--- src/rtl/regfile_8x16_sb_pkg.sv ---
// Shared types and helpers for the 8x16 register file with issue scoreboard.
package regfile_8x16_sb_pkg;
  localparam int WIDTH_DEF = 16;
  localparam int NREG_DEF  = 8;

  typedef logic [2:0] reg_idx_t;
  typedef logic [7:0] onehot_t;

  // Non-zero and no more than one bit set.
  function automatic logic is_onehot(onehot_t v);
    return (v != 8'd0) && ((v & (v - 8'd1)) == 8'd0);
  endfunction
endpackage

--- src/rtl/regfile_8x16_sb_if.sv ---
// Write, read, issue and error signals of the register file, grouped as one bus.
interface regfile_8x16_sb_if
  import regfile_8x16_sb_pkg::*;
#(
  parameter int WIDTH = WIDTH_DEF
);
  onehot_t          wr_onehot;
  logic [WIDTH-1:0] wr_data;
  reg_idx_t         rd_addr_a;
  reg_idx_t         rd_addr_b;
  logic [WIDTH-1:0] rd_data_a;
  logic [WIDTH-1:0] rd_data_b;
  logic             rd_pend_a;
  logic             rd_pend_b;
  logic             iss_valid;
  onehot_t          iss_onehot;
  logic             iss_ready;
  logic             wr_err;

  modport master (
    output wr_onehot, wr_data, rd_addr_a, rd_addr_b, iss_valid, iss_onehot,
    input  rd_data_a, rd_data_b, rd_pend_a, rd_pend_b, iss_ready, wr_err
  );

  modport slave (
    input  wr_onehot, wr_data, rd_addr_a, rd_addr_b, iss_valid, iss_onehot,
    output rd_data_a, rd_data_b, rd_pend_a, rd_pend_b, iss_ready, wr_err
  );
endinterface

--- src/rtl/regfile_8x16_sb_onehot_check.sv ---
// Classifies an 8-bit select vector as exactly-one-hot and/or all-zero.
module onehot_check
  import regfile_8x16_sb_pkg::*;
(
  input  onehot_t vec,
  output logic    is_onehot,
  output logic    is_zero
);
  assign is_onehot = regfile_8x16_sb_pkg::is_onehot(vec);
  assign is_zero   = (vec == 8'd0);
endmodule

--- src/rtl/regfile_8x16_sb.sv ---
// 8 x WIDTH register file with one-hot write, two registered read ports with
// write bypass, and a per-register pending scoreboard for issue tracking.
module regfile_8x16_sb
  import regfile_8x16_sb_pkg::*;
#(
  parameter int WIDTH = WIDTH_DEF,
  parameter int NREG  = NREG_DEF
)(
  input  logic              clk,
  input  logic              rst_n,
  regfile_8x16_sb_if.slave  bus
);
  logic [NREG-1:0][WIDTH-1:0] regs, regs_nxt;
  logic [NREG-1:0]            pend, pend_nxt;
  logic                       wr_one, wr_zero, iss_one, iss_zero;
  logic                       wr_legal, wr_multi, iss_ok, iss_fire;
  onehot_t                    wr_clr, iss_set;

  onehot_check u_wr_chk  (.vec(bus.wr_onehot),  .is_onehot(wr_one),  .is_zero(wr_zero));
  onehot_check u_iss_chk (.vec(bus.iss_onehot), .is_onehot(iss_one), .is_zero(iss_zero));

  assign wr_legal = wr_one;
  assign wr_multi = !wr_one && !wr_zero;
  assign wr_clr   = wr_legal ? bus.wr_onehot : 8'd0;
  assign iss_ok   = iss_one && !iss_zero;

  // A pending target still accepts an issue when this cycle's write retires it.
  assign bus.iss_ready = iss_ok && ((pend & bus.iss_onehot & ~wr_clr) == '0);
  assign iss_fire      = bus.iss_valid && bus.iss_ready;
  assign iss_set       = iss_fire ? bus.iss_onehot : 8'd0;

  // Issue set is applied after write clear so it wins on the same register.
  always_comb begin
    regs_nxt = regs;
    for (int i = 0; i < NREG; i++)
      if (wr_clr[i]) regs_nxt[i] = bus.wr_data;
    pend_nxt = (pend & ~wr_clr) | iss_set;
  end

  // Read ports sample next-state values, giving same-edge write visibility.
  always_ff @(posedge clk or negedge rst_n) begin
    if (!rst_n) begin
      regs          <= '0;
      pend          <= '0;
      bus.rd_data_a <= '0;
      bus.rd_data_b <= '0;
      bus.rd_pend_a <= 1'b0;
      bus.rd_pend_b <= 1'b0;
      bus.wr_err    <= 1'b0;
    end else begin
      regs          <= regs_nxt;
      pend          <= pend_nxt;
      bus.rd_data_a <= regs_nxt[bus.rd_addr_a];
      bus.rd_data_b <= regs_nxt[bus.rd_addr_b];
      bus.rd_pend_a <= pend_nxt[bus.rd_addr_a];
      bus.rd_pend_b <= pend_nxt[bus.rd_addr_b];
      bus.wr_err    <= bus.wr_err | wr_multi;
    end
  end
endmodule

--- src/flat_wrapper.sv ---
// flat-port wrapper written by rule: the top's interface ports become plain ports
module regfile_8x16_sb_flat import regfile_8x16_sb_pkg::*;
#(
  parameter int WIDTH = WIDTH_DEF,
  parameter int NREG  = NREG_DEF
)
  (clk, rst_n, bus_wr_onehot, bus_wr_data, bus_rd_addr_a, bus_rd_addr_b, bus_iss_valid, bus_iss_onehot, bus_rd_data_a, bus_rd_data_b, bus_rd_pend_a, bus_rd_pend_b, bus_iss_ready, bus_wr_err);
  regfile_8x16_sb_if #(.WIDTH(WIDTH)) bus_i ();
  input  logic clk;
  input  logic rst_n;
  input wire logic [$bits(bus_i.wr_onehot)-1:0] bus_wr_onehot;
  input wire logic [$bits(bus_i.wr_data)-1:0] bus_wr_data;
  input wire logic [$bits(bus_i.rd_addr_a)-1:0] bus_rd_addr_a;
  input wire logic [$bits(bus_i.rd_addr_b)-1:0] bus_rd_addr_b;
  input wire logic [$bits(bus_i.iss_valid)-1:0] bus_iss_valid;
  input wire logic [$bits(bus_i.iss_onehot)-1:0] bus_iss_onehot;
  output wire logic [$bits(bus_i.rd_data_a)-1:0] bus_rd_data_a;
  output wire logic [$bits(bus_i.rd_data_b)-1:0] bus_rd_data_b;
  output wire logic [$bits(bus_i.rd_pend_a)-1:0] bus_rd_pend_a;
  output wire logic [$bits(bus_i.rd_pend_b)-1:0] bus_rd_pend_b;
  output wire logic [$bits(bus_i.iss_ready)-1:0] bus_iss_ready;
  output wire logic [$bits(bus_i.wr_err)-1:0] bus_wr_err;
  assign bus_i.wr_onehot = bus_wr_onehot;
  assign bus_i.wr_data = bus_wr_data;
  assign bus_i.rd_addr_a = bus_rd_addr_a;
  assign bus_i.rd_addr_b = bus_rd_addr_b;
  assign bus_i.iss_valid = bus_iss_valid;
  assign bus_i.iss_onehot = bus_iss_onehot;
  assign bus_rd_data_a = bus_i.rd_data_a;
  assign bus_rd_data_b = bus_i.rd_data_b;
  assign bus_rd_pend_a = bus_i.rd_pend_a;
  assign bus_rd_pend_b = bus_i.rd_pend_b;
  assign bus_iss_ready = bus_i.iss_ready;
  assign bus_wr_err = bus_i.wr_err;
  regfile_8x16_sb #(.WIDTH(WIDTH), .NREG(NREG)) u_core (.clk(clk), .rst_n(rst_n), .bus(bus_i));
endmodule
--- config.mk ---
export PLATFORM = sky130hd
export DESIGN_NAME = regfile_8x16_sb_flat
export DESIGN_NICKNAME = d
export VERILOG_FILES = /design/src/rtl/regfile_8x16_sb_pkg.sv /design/src/rtl/regfile_8x16_sb_if.sv /design/src/rtl/regfile_8x16_sb_onehot_check.sv /design/src/rtl/regfile_8x16_sb.sv /design/src/flat_wrapper.sv
export SDC_FILE = /design/constraint.sdc
export NUM_CORES = 1
export LEC_CHECK = 0
export ABC_AREA = 1
export ABC_CLOCK_PERIOD_IN_PS = 3500
export CAP_MARGIN = 30
export CORE_ASPECT_RATIO = 0.7
export CORE_MARGIN = 1
export CORE_UTILIZATION = 60
export DETAILED_ROUTE_END_ITERATION = 8
export PLACE_DENSITY = 0.84
export SLEW_MARGIN = 30
export SYNTH_ARGS = -nofsm -noshare
export SYNTH_HDL_FRONTEND = slang
export SYNTH_SLANG_ARGS = --single-unit
export TNS_END_PERCENT = 10
--- constraint.sdc ---
create_clock -name clk -period 3.5 [get_ports clk]
set_clock_uncertainty 0.2 [all_clocks]
set_input_delay 0.7 -clock clk [delete_from_list [all_inputs] [get_ports clk]]
set_output_delay 0.7 -clock clk [all_outputs]
set_load 0.05 [all_outputs]
* Word level (Yosys, flattened, before mapping)
Index checks and enable logic that the tools add are counted.
** Storage, ports and cells
- Register bits after elaboration :: 171
- Input bits :: 41
- Output and inout bits :: 36
- Logic and storage cells :: 60
** Cells by class
- $add $sub $neg :: 2
- $lt $le $gt $ge :: 2
- Muxes and demuxes :: 18
- Bitwise gates (word level) :: 8
- Reductions and logical operators :: 16
** Operators by type and width (count)
- $mux 16 :: 10
- $bmux 16 s3 :: 2
- $and 8x8->8 :: 5
- $logic_not 8->1 :: 5
- $mux 8 :: 2
- $reduce_bool 8->1 :: 2
- $sub 8x1->8 const B :: 2
- $lt 3x4->1 const B :: 2
- $not 8->8 :: 1
- $or 8x8->8 :: 1
- $bmux 1 s3 :: 2
- $logic_and 1x1->1 :: 6
- $logic_not 1->1 :: 3
- $mux 1 :: 2
- $or 1x1->1 :: 1

* Longest topological paths before layout
Gate-level depths: netlist of run 1.
- Depth in word-level cells :: 14
- Depth in mapped cells :: 17
- Depth with buffers taken out :: 17

* Cells and area by module
A second synthesis of run 1 with hierarchy kept.
** Unflattened totals
- Cell total of the unflattened synthesis :: 1137
- Area, all modules :: 8988.6 µm²
** Modules (own cells, without submodules)
- regfile_8x16_sb :: instances 1, cells an instance 1083, area each 8745.9 µm², sequential area each 4279.1 µm²
- onehot_check :: instances 2, cells an instance 27, area each 121.4 µm², sequential area each 0.0 µm²

* Worst setup path after synthesis of run 1
Ideal clock, no wire load.
- Path type :: input-to-output
- From :: input bus_wr_onehot[4]
- To :: output bus_iss_ready
- Arrival time :: 3.264 ns
- Required time :: 2.600 ns
- Path slack :: -0.664 ns
- Stages :: 9
- Buffers on the path :: 0
- Cells stage by stage :: nor2_2 > nand3_2 > nor2_2 > nor2_1 > nor2_8 > nand3_2 > nand2_2 > nand2_4 > nor4_1
** On the way
- Word-level cells in the longest chain between the ends :: 9
- Elaborated cells between the ends (all ways) :: 10
- Those cells by class :: add/sub: 1; mux: 1; bitwise: 3; reduce/logical: 5
** RTL lines
- start, declared :: RTL line flat_wrapper.sv:11 : input wire logic [$bits(bus_i.wr_onehot)-1:0] bus_wr_onehot;
- $sub 8x1->8 :: RTL line regfile_8x16_sb_pkg.sv:11 : return (v != 8'd0) && ((v & (v - 8'd1)) == 8'd0);
- $and 8x8->8 :: RTL line regfile_8x16_sb_pkg.sv:11
- $logic_not 8->1 :: RTL line regfile_8x16_sb_pkg.sv:11
- $logic_and 1x1->1 :: RTL line regfile_8x16_sb_pkg.sv:11
- $mux 8 (*) :: RTL line regfile_8x16_sb.sv:24 : assign wr_clr = wr_legal ? bus.wr_onehot : 8'd0;
- $not 8->8 (*) :: RTL line regfile_8x16_sb.sv:28 : assign bus.iss_ready = iss_ok && ((pend & bus.iss_onehot & ~wr_clr) == '0);
- $and 8x8->8 (*) :: RTL line regfile_8x16_sb.sv:28
- $logic_not 8->1 (*) :: RTL line regfile_8x16_sb.sv:28
- $logic_and 1x1->1 (*) :: RTL line regfile_8x16_sb.sv:28
- end, declared :: RTL line flat_wrapper.sv:21 : output wire logic [$bits(bus_i.iss_ready)-1:0] bus_iss_ready;
Every way passes the cells marked *; elsewhere a longest branch is shown, timed or not.

* Worst setup path in the final report of run 1
- From :: input bus_wr_onehot[0]
- To :: output bus_iss_ready
Same word-level chain as after synthesis.

==> results.ini, run 1 <==
[detailed_routing]
wl_per_cell_um = 17.97
dr_total_vias = 8427
drt-total-wl_um = 25130
vias_per_cell = 6.028
first_iter_violations = 986
drtPass1Iterations = 6
drt.antenna.violating_nets = 0
drc_errors = 0

[place]
dp_hpwl_um = 14940
place_congestion = 0.8439
port_buffers = 76
dp_cells = 1364

[cells_and_area]
diodes = 0
fin_util = 0.7540
multi_input_area_sq_um = 3891
synthToLayoutAreaGrowth_pct = 20.46
final_cell_mix = nand2_1 (240), dfrtp_1 (171), o21ai_0 (112)
stdcell_count = 1398
drive_gt1_frac = 0.1175
layout.nets = 1237
nFillCells = 1013
regArea_sq_um = 4279
mostFrequentLayoutCell = nand2_1

[yosys]
ys_seq_area_frac = 0.4818
avgSynthCellArea_sq_um = 7.951
yosys.area_share.simple = 0.1899
synthMuxAreaShare = 0
synth_compound_area_frac = 0.2405
synth_cells = 1117
yosysWarnings = 0
synthXorXnorAreaFrac = 0
yosysUniqueCellTypes = 36
yosys_register_bits = 171
synth_area_sq_um = 8881
synth_nets = 1158
synthAdderAreaFrac = 0
synth_top_family_by_area = compound AO/OA/AOI/OAI gates

[sta]
hold_viol = 0
setup_viol = 0
slew_headroom = 0.4981
final.setup.tns_ps = 0
fmax_ghz = 0.2963
worst_pin_slew_ps = 751.7
finalCritPeriodShare = 0.9643
slew_viol_final = 0
fin_crit_ps = 3375

[global_route]
first_global_vias = 7954
grt_util_all_layers = 0.3372
grt_max_degree = 97
grt_overflow = 0
antenna_found_initial = 0
grt_first_pass_wirelength_um = 40570

[clock_tree]
cts_buffer_depth = 2
cts_tree = built
clk_latency_ps = 420
htree_levels = 4
clkSinkCount = 171
cts.clk_slew.worst_paths_ps = 60
cts_buffers = 17
root_buffer = clkbuf_16

[floorplan]
io_pins = 77
start_util = 0.6259
die_h_um = 103.8
die_w_um = 147.4
core_area_sq_um = 14190
dieArea_sq_um = 15300
rows = 36

[setup_path]
crit_arrival_ps = 2470
crit_chain = dlygate4sd2_1, nor2_2, nand2_2, nand2_2, nand2_2, inv_2, nand3_4, nor2_8, nand3_2, nand2_2, nand2_4, nor4_4, buf_12
end_kind = output pin
path_buf_inv = 3
critPathMaxStageDelay_ps = 290
worstPathRequired_ps = 2600
crit_path_max_fanout = 7
crit_top_cell = nand2_2
startpoint_type = input pin
crit_type = in -> out
cpMaxStageDelayCell = nor4_4
crit_family = simple AND/OR/NAND/NOR gates

[power_and_ir_drop]
seqPwrFrac = 0.417
irDropWorstVdd_mv = 0.3916
combPwrFrac = 0.231
power_frac_clock = 0.352
power_uw = 5566
p_int_uw = 3899
switching_share = 0.2995
power_leakage_uw = 0.005409
p_per_area_nw_per_um2 = 520.3
p_sw_uw = 1667

[hold_path]
hold_path.class = reg -> reg

[job]
maxCapViolCount = 0

[outcome]
status = finished clean

power by group through the flow:
| stage | registers (uW) | clock network, uW | logic (uW) |
|---|---|---|---|
| after floorplan | 2480 | 0 | 712 |
| after global placement | 2340 | 0 | 1210 |
| after detailed placement | 2350 | 0 | 1240 |
| after CTS | 2320 | 1960 | 1260 |
| after global routing | 2340 | 2060 | 1400 |
| final | 2320 | 1960 | 1290 |
state kept, by name, indices dropped and copies added (netlist names):
name,count
u_core.bus.rd_pend_b,1
u_core.bus.rd_data_b,16
u_core.bus.rd_data_a,16
u_core.bus.wr_err,1
u_core.pend,8
u_core.regs,128
u_core.bus.rd_pend_a,1
cell usage after synthesis, drive strengths merged:
master	number	area share
o21bai	2	0.0017
o32ai	2	0.0020
o21a	57	0.048
a21oi	62	0.035
o211ai	39	0.033
o22ai	14	0.0099
nor4	1	0.00070
nand2	250	0.11
nor2	90	0.044
nand4	11	0.0092
a31oi	16	0.011
nand3	35	0.025
inv	119	0.050
buf	21	0.015
or2	2	0.0014
nor3	4	0.0023
o22a	2	0.0020
o21ai	165	0.098
dfrtp	171	0.48
clkbuf	53	0.022
clkinv	1	0.00042
kinds of logic (layout without fill, tap and decap cells):
logic type      Yosys count  after routing
simple gates            393            393
compound gates          359            359
buf+inv                 194            285
flops                   171            171
routing by layer:
layer  global-route usage  routed length (um)
met1               0.4768               10570
met2               0.5104               11310
met3              0.07313                2725
met4               0.1259                 522
met5                    0                   0
path summary, 6_finish.rpt:
check | cells past startpoint | slack (ps) | startpoint | end
worst max-delay path | 13 | 130 | bus_wr_onehot[0] | bus_iss_ready
worst min-delay path | 2 | 280 | u_core.regs[78] | u_core.regs[78]
worst max register to register | 12 | 1610 | u_core.pend[7] | u_core.bus.rd_pend_b
worst min register to register | 2 | 280 | u_core.regs[78] | u_core.regs[78]
max in group asynchronous | 3 | 1680 | rst_n | u_core.regs[27]
min in group asynchronous | 2 | 560 | rst_n | u_core.bus.rd_data_a[13]
cell type report:
type / count / share of cell area
clock buffers: 25 / 0.04632
clock inverters: 6 / 0.01029
inverters: 120 / 0.04211
multi-input cells: 752 / 0.3637
flip-flops and latches: 171 / 0.4000
well taps: 190 / 0.02222
repair buffers: 134 / 0.1153
tightest hold or removal path, stage by stage (launching register included):
cell and delay [ps]:
dfrtp_1 320, a21oi_1 70, inv_2 60
timing repair:
item / in CTS / in global routing
hold buffers: 1 / 0
setup endpoints to repair: 1 / 1
resized for setup: 9 / 11
endpoints found under the hold margin: 7 / 0
cloned: 0 / 0
setup buffers: 2 / 0
pin swaps: 9 / 9
through the flow:
step / setup WS (ps) / hold slack, ps / area, sq um
final: 125.1 / 278.8 / 10700
after global routing: -1.556 / 299.9 / 10700
after CTS: 0.2345 / 280.5 / 10660
after detailed placement: -64.86 / 265.4 / 10020
after global placement: -18.82 / 258.9 / 10020
after floorplan: 218.0 / 204.4 / 8896
(Power assumes the default switching activity.)
==> run 2: changes to the inputs <==
--- a/config.mk
+++ b/config.mk
@@ -5,13 +5,13 @@
 export SDC_FILE = /design/constraint.sdc
 export NUM_CORES = 1
 export LEC_CHECK = 0
-export ABC_AREA = 1
 export ABC_CLOCK_PERIOD_IN_PS = 3500
 export CAP_MARGIN = 30
 export CORE_ASPECT_RATIO = 0.7
 export CORE_MARGIN = 1
 export CORE_UTILIZATION = 60
 export DETAILED_ROUTE_END_ITERATION = 8
+export HOLD_SLACK_MARGIN = 0.08
 export PLACE_DENSITY = 0.84
 export SLEW_MARGIN = 30
 export SYNTH_ARGS = -nofsm -noshare
==> results.ini, run 2 <==
[outcome]
status = finished clean

[detailed_routing]
drt.antenna.violating_nets = 0  ; unchanged
drtPass1Iterations = 6  ; unchanged
drc_errors = 0  ; unchanged
dr_total_vias = 7299  ; -13%
vias_per_cell = 6.281  ; +4.2%
wl_per_cell_um = 20.17  ; +12%
drt-total-wl_um = 23440  ; -6.7%
first_iter_violations = 593  ; -40%

[yosys]
synth_largest_area_cell = dfrtp_1
synth-edff-count = 0  ; unchanged
yosys-top-cells-area = dfrtp_1 (48%), mux2i_1 (13%), a211oi_1 (5.6%), mux2_2 (4.8%), inv_1 (3.7%)
yosysMostFrequentCell = dfrtp_1
synth_area_sq_um = 8925  ; +0.49%
yosysWarnings = 0  ; unchanged
synth_ff_type = dfrtp_1
synth_top_area_frac = 0.4795  ; -0.002364
avgSynthCellArea_sq_um = 10.43  ; +31%
ys_top_cells_by_count = dfrtp_1 (171), mux2i_1 (114), inv_1 (88)
synthAdderAreaFrac = 0.002243  ; +0.002243
synth_cells = 856  ; -23%
ys_seq_area_frac = 0.4795  ; -0.002364
synthMuxAreaShare = 0.1977  ; +0.1977
synth_nets = 897  ; -23%
synth_compound_area_frac = 0.1796  ; -0.06090
async_flop_share = 1.000  ; unchanged
yosysUniqueCellTypes = 59  ; +64%
synthXorXnorAreaFrac = 0.001963  ; +0.001963
synth_top_family_by_area = multiplexers
yosys_register_bits = 171  ; unchanged
yosys.area_share.simple = 0.06855  ; -0.1214

[global_route]
top_usage_layer = met2
first_global_vias = 7225  ; -9.2%
use_met1 = 0.4349  ; -0.04195
grt_overflow = 0  ; unchanged
grt_use_met3 = 0.08070  ; +0.007574
antenna_found_initial = 0  ; unchanged
grt_first_pass_wirelength_um = 37720  ; -7.0%
grt_util_all_layers = 0.3158  ; -0.02136
grt.met2_usage = 0.4933  ; -0.01718
grt_max_degree = 85  ; -12%

[setup_path]
crit_end = bus_iss_ready
worst-path-stages = 10  ; -3
end_kind = output pin
worstPathRequired_ps = 2600  ; about the same
ff2ff_setup_slack_ps = 1560  ; -50 ps
startpoint_type = input pin
rr_worst_depth = 7  ; -5
critPathMaxStageDelay_ps = 540  ; +250 ps
cpMaxStageDelayCell = or4_4
crit_arrival_ps = 2560  ; +90 ps
crit_chain = clkdlybuf4s15_2, buf_4, or4_4, o211ai_4, buf_6, nand2_1, a31oi_2, a221o_2, nor2_4, buf_12
path_buf_inv = 4  ; +1
crit_type = in -> out
critPathLaunch = bus_wr_onehot[5]
timing.rr.end = u_core.pend[4]
crit_path_max_fanout = 4  ; -3
crit_family = buffers and inverters
r2r_start = u_core.pend[4]

[power_and_ir_drop]
seqPwrFrac = 0.431  ; +0.014
p_int_uw = 3664  ; -6.0%
switching_share = 0.3104  ; +0.01095
power_frac_clock = 0.334  ; -0.018
irDropWorstVdd_mv = 0.3114  ; -20%
p_sw_uw = 1650  ; -1.0%
p_per_area_nw_per_um2 = 487.7  ; -6.3%
power_leakage_uw = 0.005776  ; +6.8%
combPwrFrac = 0.235  ; +0.004

[floorplan]
dieArea_sq_um = 15370  ; +0.48%
rows = 36  ; unchanged
die_h_um = 104.0  ; +0.24%
io_pins = 77  ; unchanged
start_util = 0.6270  ; +0.001096
core_area_sq_um = 14230  ; +0.32%
die_w_um = 147.8  ; +0.24%

[cells_and_area]
synthToLayoutAreaGrowth_pct = 22.09
drive_gt1_frac = 0.1955  ; +0.07792
mostFrequentLayoutCell = dfrtp_1
nFillCells = 934  ; -7.8%
largest_reg_flops = 128  ; unchanged
largestRegisters = u_core.regs x128, u_core.bus.rd_data_a x16, u_core.bus.rd_data_b x16
fin_util = 0.7656  ; +0.01159
layout.nets = 1000  ; -19%
final_cell_mix = dfrtp_1 (171), mux2i_1 (114), inv_1 (88)
largest_register = u_core.regs
diodes = 0  ; unchanged

[clock_tree]
cts_buffer_depth = 2  ; unchanged
cts_buffers = 17  ; unchanged
clkSinkCount = 171  ; unchanged
cts.clk_slew.worst_paths_ps = 70  ; about the same
clk_latency_ps = 430  ; about the same
cts_tree = built
htree_levels = 4  ; unchanged
ctsHoldBuffers = 0  ; -1
root_buffer = clkbuf_16

[place]
dp_hpwl_um = 14240  ; -4.7%
place_congestion = 0.9376  ; +11%
port_buffers = 76  ; unchanged

[job]
maxCapViolCount = 0  ; unchanged

[sta]
slew_headroom = 0.4600  ; -0.03812
slew_viol_final = 0  ; unchanged
worst_pin_slew_ps = 810.0  ; +58.27 ps
hold_viol = 0  ; unchanged
finalCritPeriodShare = 0.9889  ; +0.02468
setup_viol = 0  ; unchanged
fmax_ghz = 0.2889  ; -2.5%
final.setup.tns_ps = 0  ; unchanged
fin_crit_ps = 3461  ; +86.39 ps

[hold_path]
hold_path.class = in -> async

## run 2: through the flow
stage                     std cells  cell area (sq um)  hold WS [ps]  power, uW  setup slack [ps]
after floorplan                 856               8932         204.4       3034             4.494
after global placement         1128              10270         273.6       3467            -256.9
after detailed placement       1128              10270         275.7       3522            -260.9
after CTS                      1160              10860         165.1       5300             1.545
after global routing           1162              10900         178.0       5524            -47.68
final                          1162              10900         110.4       5314             38.68
## run 2: worst reg2reg max path: stages (launching register included)
cell and delay [ps]:
dfrtp_1 440, a32o_2 320, a2111oi_4 240, buf_4 200, nand2_2 90, nor2_4 140
buf_12 120, a22o_1 140
## run 2: power groups by stage
| stage | Combinational (uW) | Clock [uW] | Sequential [uW] |
|---|---|---|---|
| 6_report | 1250 | 1780 | 2290 |
| 5_1_grt | 1340 | 1870 | 2310 |
| 4_1_cts | 1220 | 1790 | 2290 |
| 3_5_place_dp | 1200 | 0 | 2320 |
| 3_3_place_gp | 1160 | 0 | 2310 |
| 2_1_floorplan | 586 | 0 | 2450 |
## run 2: area by class of cell
class	count	area, sq um	area share
inverter	88	330.3	0.03031
multi-input combinational	528	4091	0.3755
clock buffer	19	442.9	0.04065
sequential	171	4279	0.3927
tap	190	237.7	0.02182
clock inverter	13	116.4	0.01068
timing repair buffer	153	1399	0.1284
## run 2: timing repair
| action | CTS | global route |
|---|---|---|
| setup buffers | 0 | 2 |
| gates resized for setup | 22 | 10 |
| setup endpoints to repair | 1 | 1 |
| pin swaps | 6 | 8 |
## run 2: metal layers
metal / vias up / wire length [um]
met4: 0 / 469
met3: 53 / 2249
met5: - / 0
li1: 3277 / -
met1: 3572 / 10010
met2: 397 / 10710
## run 2: logic make-up after synthesis
group                      Yosys count
buffers and inverters              157
and+or+nand+nor                    127
muxes                              164
AOI/OAI and AO/OA                  233
DFF                                171
xor gates and xnor gates             2
adders and majority gates            2
## run 2: worst min path at each step
stage                            startpoint                 endpoint  cells past startpoint
after floorplan                       rst_n  u_core.bus.rd_data_a[0]                      0
after global placement    u_core.bus.wr_err        u_core.bus.wr_err                      2
after detailed placement  u_core.bus.wr_err        u_core.bus.wr_err                      2
after CTS                             rst_n          u_core.regs[61]                      1
after global routing                  rst_n           u_core.pend[2]                      1
final                                 rst_n           u_core.pend[2]                      1
==> run 3: changes to the inputs <==
--- a/config.mk
+++ b/config.mk
@@ -12,7 +12,7 @@
 export CORE_UTILIZATION = 60
 export DETAILED_ROUTE_END_ITERATION = 8
 export HOLD_SLACK_MARGIN = 0.08
-export PLACE_DENSITY = 0.84
+export PLACE_DENSITY = 0.82
 export SLEW_MARGIN = 30
 export SYNTH_ARGS = -nofsm -noshare
 export SYNTH_HDL_FRONTEND = slang
==> results.ini, run 3 (synthesis results as in run 2) <==
[global_route]
antenna_found_initial = 0  ; unchanged
grt_max_degree = 78  ; -8.2%
grt_util_all_layers = 0.3288  ; +0.01294
first_global_vias = 7543  ; +4.4%
grt_first_pass_wirelength_um = 39210  ; +3.9%
grt_overflow = 0  ; unchanged

[detailed_routing]
drc_errors = 0  ; unchanged
wl_per_cell_um = 20.73  ; +2.8%
drt.antenna.violating_nets = 0  ; unchanged
first_iter_violations = 585  ; -1.3%
vias_per_cell = 6.306  ; +0.40%
drt-total-wl_um = 23970  ; +2.3%
drtPass1Iterations = 7  ; +1
dr_total_vias = 7290  ; -0.12%

[setup_path]
ff2ff_setup_slack_ps = 1460  ; -100 ps
startpoint_type = input pin
end_kind = output pin
r2r_start = u_core.pend[4]
crit_path_max_fanout = 6  ; +2
timing.rr.end = u_core.bus.rd_pend_a
crit_type = in -> out
rr_worst_depth = 7  ; unchanged
crit_end = bus_iss_ready
worstPathRequired_ps = 2600  ; about the same
crit_arrival_ps = 2530  ; -30 ps
critPathLaunch = bus_wr_onehot[3]

[floorplan]
start_util = 0.6270  ; unchanged
rows = 36  ; unchanged
dieArea_sq_um = 15370  ; unchanged
die_h_um = 104.0  ; unchanged
die_w_um = 147.8  ; unchanged
core_area_sq_um = 14230  ; unchanged
io_pins = 77  ; unchanged

[cells_and_area]
diodes = 0  ; unchanged
largestRegisters = u_core.regs x128, u_core.bus.rd_data_a x16, u_core.bus.rd_data_b x16
drive_gt1_frac = 0.1936  ; -0.001891
final_cell_mix = dfrtp_1 (171), mux2i_1 (114), inv_1 (88)
nFillCells = 921  ; -1.4%
layout.nets = 995  ; -0.50%
synthToLayoutAreaGrowth_pct = 21.35
fin_util = 0.7609  ; -0.004659
largest_reg_flops = 128  ; unchanged
mostFrequentLayoutCell = dfrtp_1
largest_register = u_core.regs

[place]
dp_hpwl_um = 14270  ; +0.21%
port_buffers = 76  ; unchanged
place_congestion = 0.9534  ; +1.7%

[power_and_ir_drop]
p_per_area_nw_per_um2 = 498.2  ; +2.2%
seqPwrFrac = 0.425  ; -0.006
irDropWorstVdd_mv = 0.3649  ; +17%
p_int_uw = 3806  ; +3.9%
p_sw_uw = 1589  ; -3.7%
switching_share = 0.2946  ; -0.01588
power_frac_clock = 0.349  ; +0.015
power_leakage_uw = 0.005751  ; -0.44%
combPwrFrac = 0.225  ; -0.010
power_uw = 5396  ; +1.5%

[outcome]
status = finished clean

[sta]
finalCritPeriodShare = 0.9790  ; -0.009910
final.setup.tns_ps = 0  ; unchanged
slew_viol_final = 0  ; unchanged
setup_viol = 0  ; unchanged
worst_pin_slew_ps = 876.1  ; +66.16 ps
fin_crit_ps = 3427  ; -34.68 ps
rsz0062_at_grt = no
slew_headroom = 0.4159  ; -0.04411
fmax_ghz = 0.2918  ; +1.0%
hold_viol = 0  ; unchanged
fin_hold_ws_ps = 105.5  ; -4.912 ps

[clock_tree]
cts_buffer_depth = 2  ; unchanged
cts_tree = built
root_buffer = clkbuf_16
clkSinkCount = 171  ; unchanged
htree_levels = 4  ; unchanged
cts_buffers = 17  ; unchanged
clk_latency_ps = 430  ; about the same
cts.clk_slew.worst_paths_ps = 70  ; about the same

[hold_path]
hold_path.class = in -> async

[job]
maxCapViolCount = 0  ; unchanged

run 3: changes by cell type in the layout (fill, tap and decap cells not counted), sizes merged:
| cell | previous run | this run |
|---|---|---|
| clkdlybuf4s15 | 1 | 2 |
| clkbuf | 20 | 25 |
| clkinv | 8 | 5 |
| inv | 91 | 89 |
| clkdlybuf4s50 | 59 | 60 |
| dlygate4sd2 | 7 | 3 |
| buf | 85 | 79 |
| bufinv | 0 | 2 |
run 3: through the flow:
stage	cell area, sq um	setup slack [ps]	instances
5_1_grt	10830	6.933	1156
2_1_floorplan	8932	4.494	856
6_report	10830	73.36	1156
3_5_place_dp	10180	-309.2	1121
3_3_place_gp	10180	-219.1	1121
4_1_cts	10810	6.323	1154
run 3: layer usage:
metal  routed length, um  global-route usage  up-vias
li1                    -                   -     3262
met1                9943              0.4431     3576
met2               11430              0.5138      390
met3                1999             0.07412       62
met4                 591              0.1392        0
met5                   0                   0        -
run 3: final cells by class:
cell class              instances  area, sq um  share of cell area
clock inverters                10        116.4             0.01074
multi-input cells             528         4086              0.3773
inverters                      88        330.3             0.03050
well taps                     190        237.7             0.02195
flip-flops and latches        171         4279              0.3951
repair buffers                148         1310              0.1210
clock buffers                  21        470.5             0.04344
run 3: how the worst min path moves through the flow:
stage	end	slack, ps	cells past startpoint
after floorplan	u_core.bus.rd_data_a[0]	200	0
final	u_core.pend[4]	110	1
after global routing	u_core.bus.wr_err	140	1
after global placement	u_core.regs[22]	280	2
after CTS	u_core.bus.wr_err	120	1
after detailed placement	u_core.regs[39]	290	1
run 3: worst max-delay path: stages:
cell           delay [ps]
dlygate4sd2_1         300
nor3_2                190
buf_4                 160
o211ai_4              100
a211oi_4              290
nor2b_2                80
a221o_2               430
nor2_4                140
buf_12                140
run 3: timing repair:
item / 4_1_cts / 5_1_grt
endpoints found under the setup margin: 1 / 1
hold endpoints to repair: 0 / 0
hold buffers: 0 / 0
pin swaps: 7 / 8
resized for setup: 20 / 17
setup buffers: 2 / 2
run 3: power groups by stage:
stage	clock (uW)	sequential (uW)	combinational, uW
floorplan	0	2450	586
detailed placement	0	2330	1180
global route	2000	2310	1310
global placement	0	2310	1120
finish	1880	2300	1220
CTS	1900	2290	1200
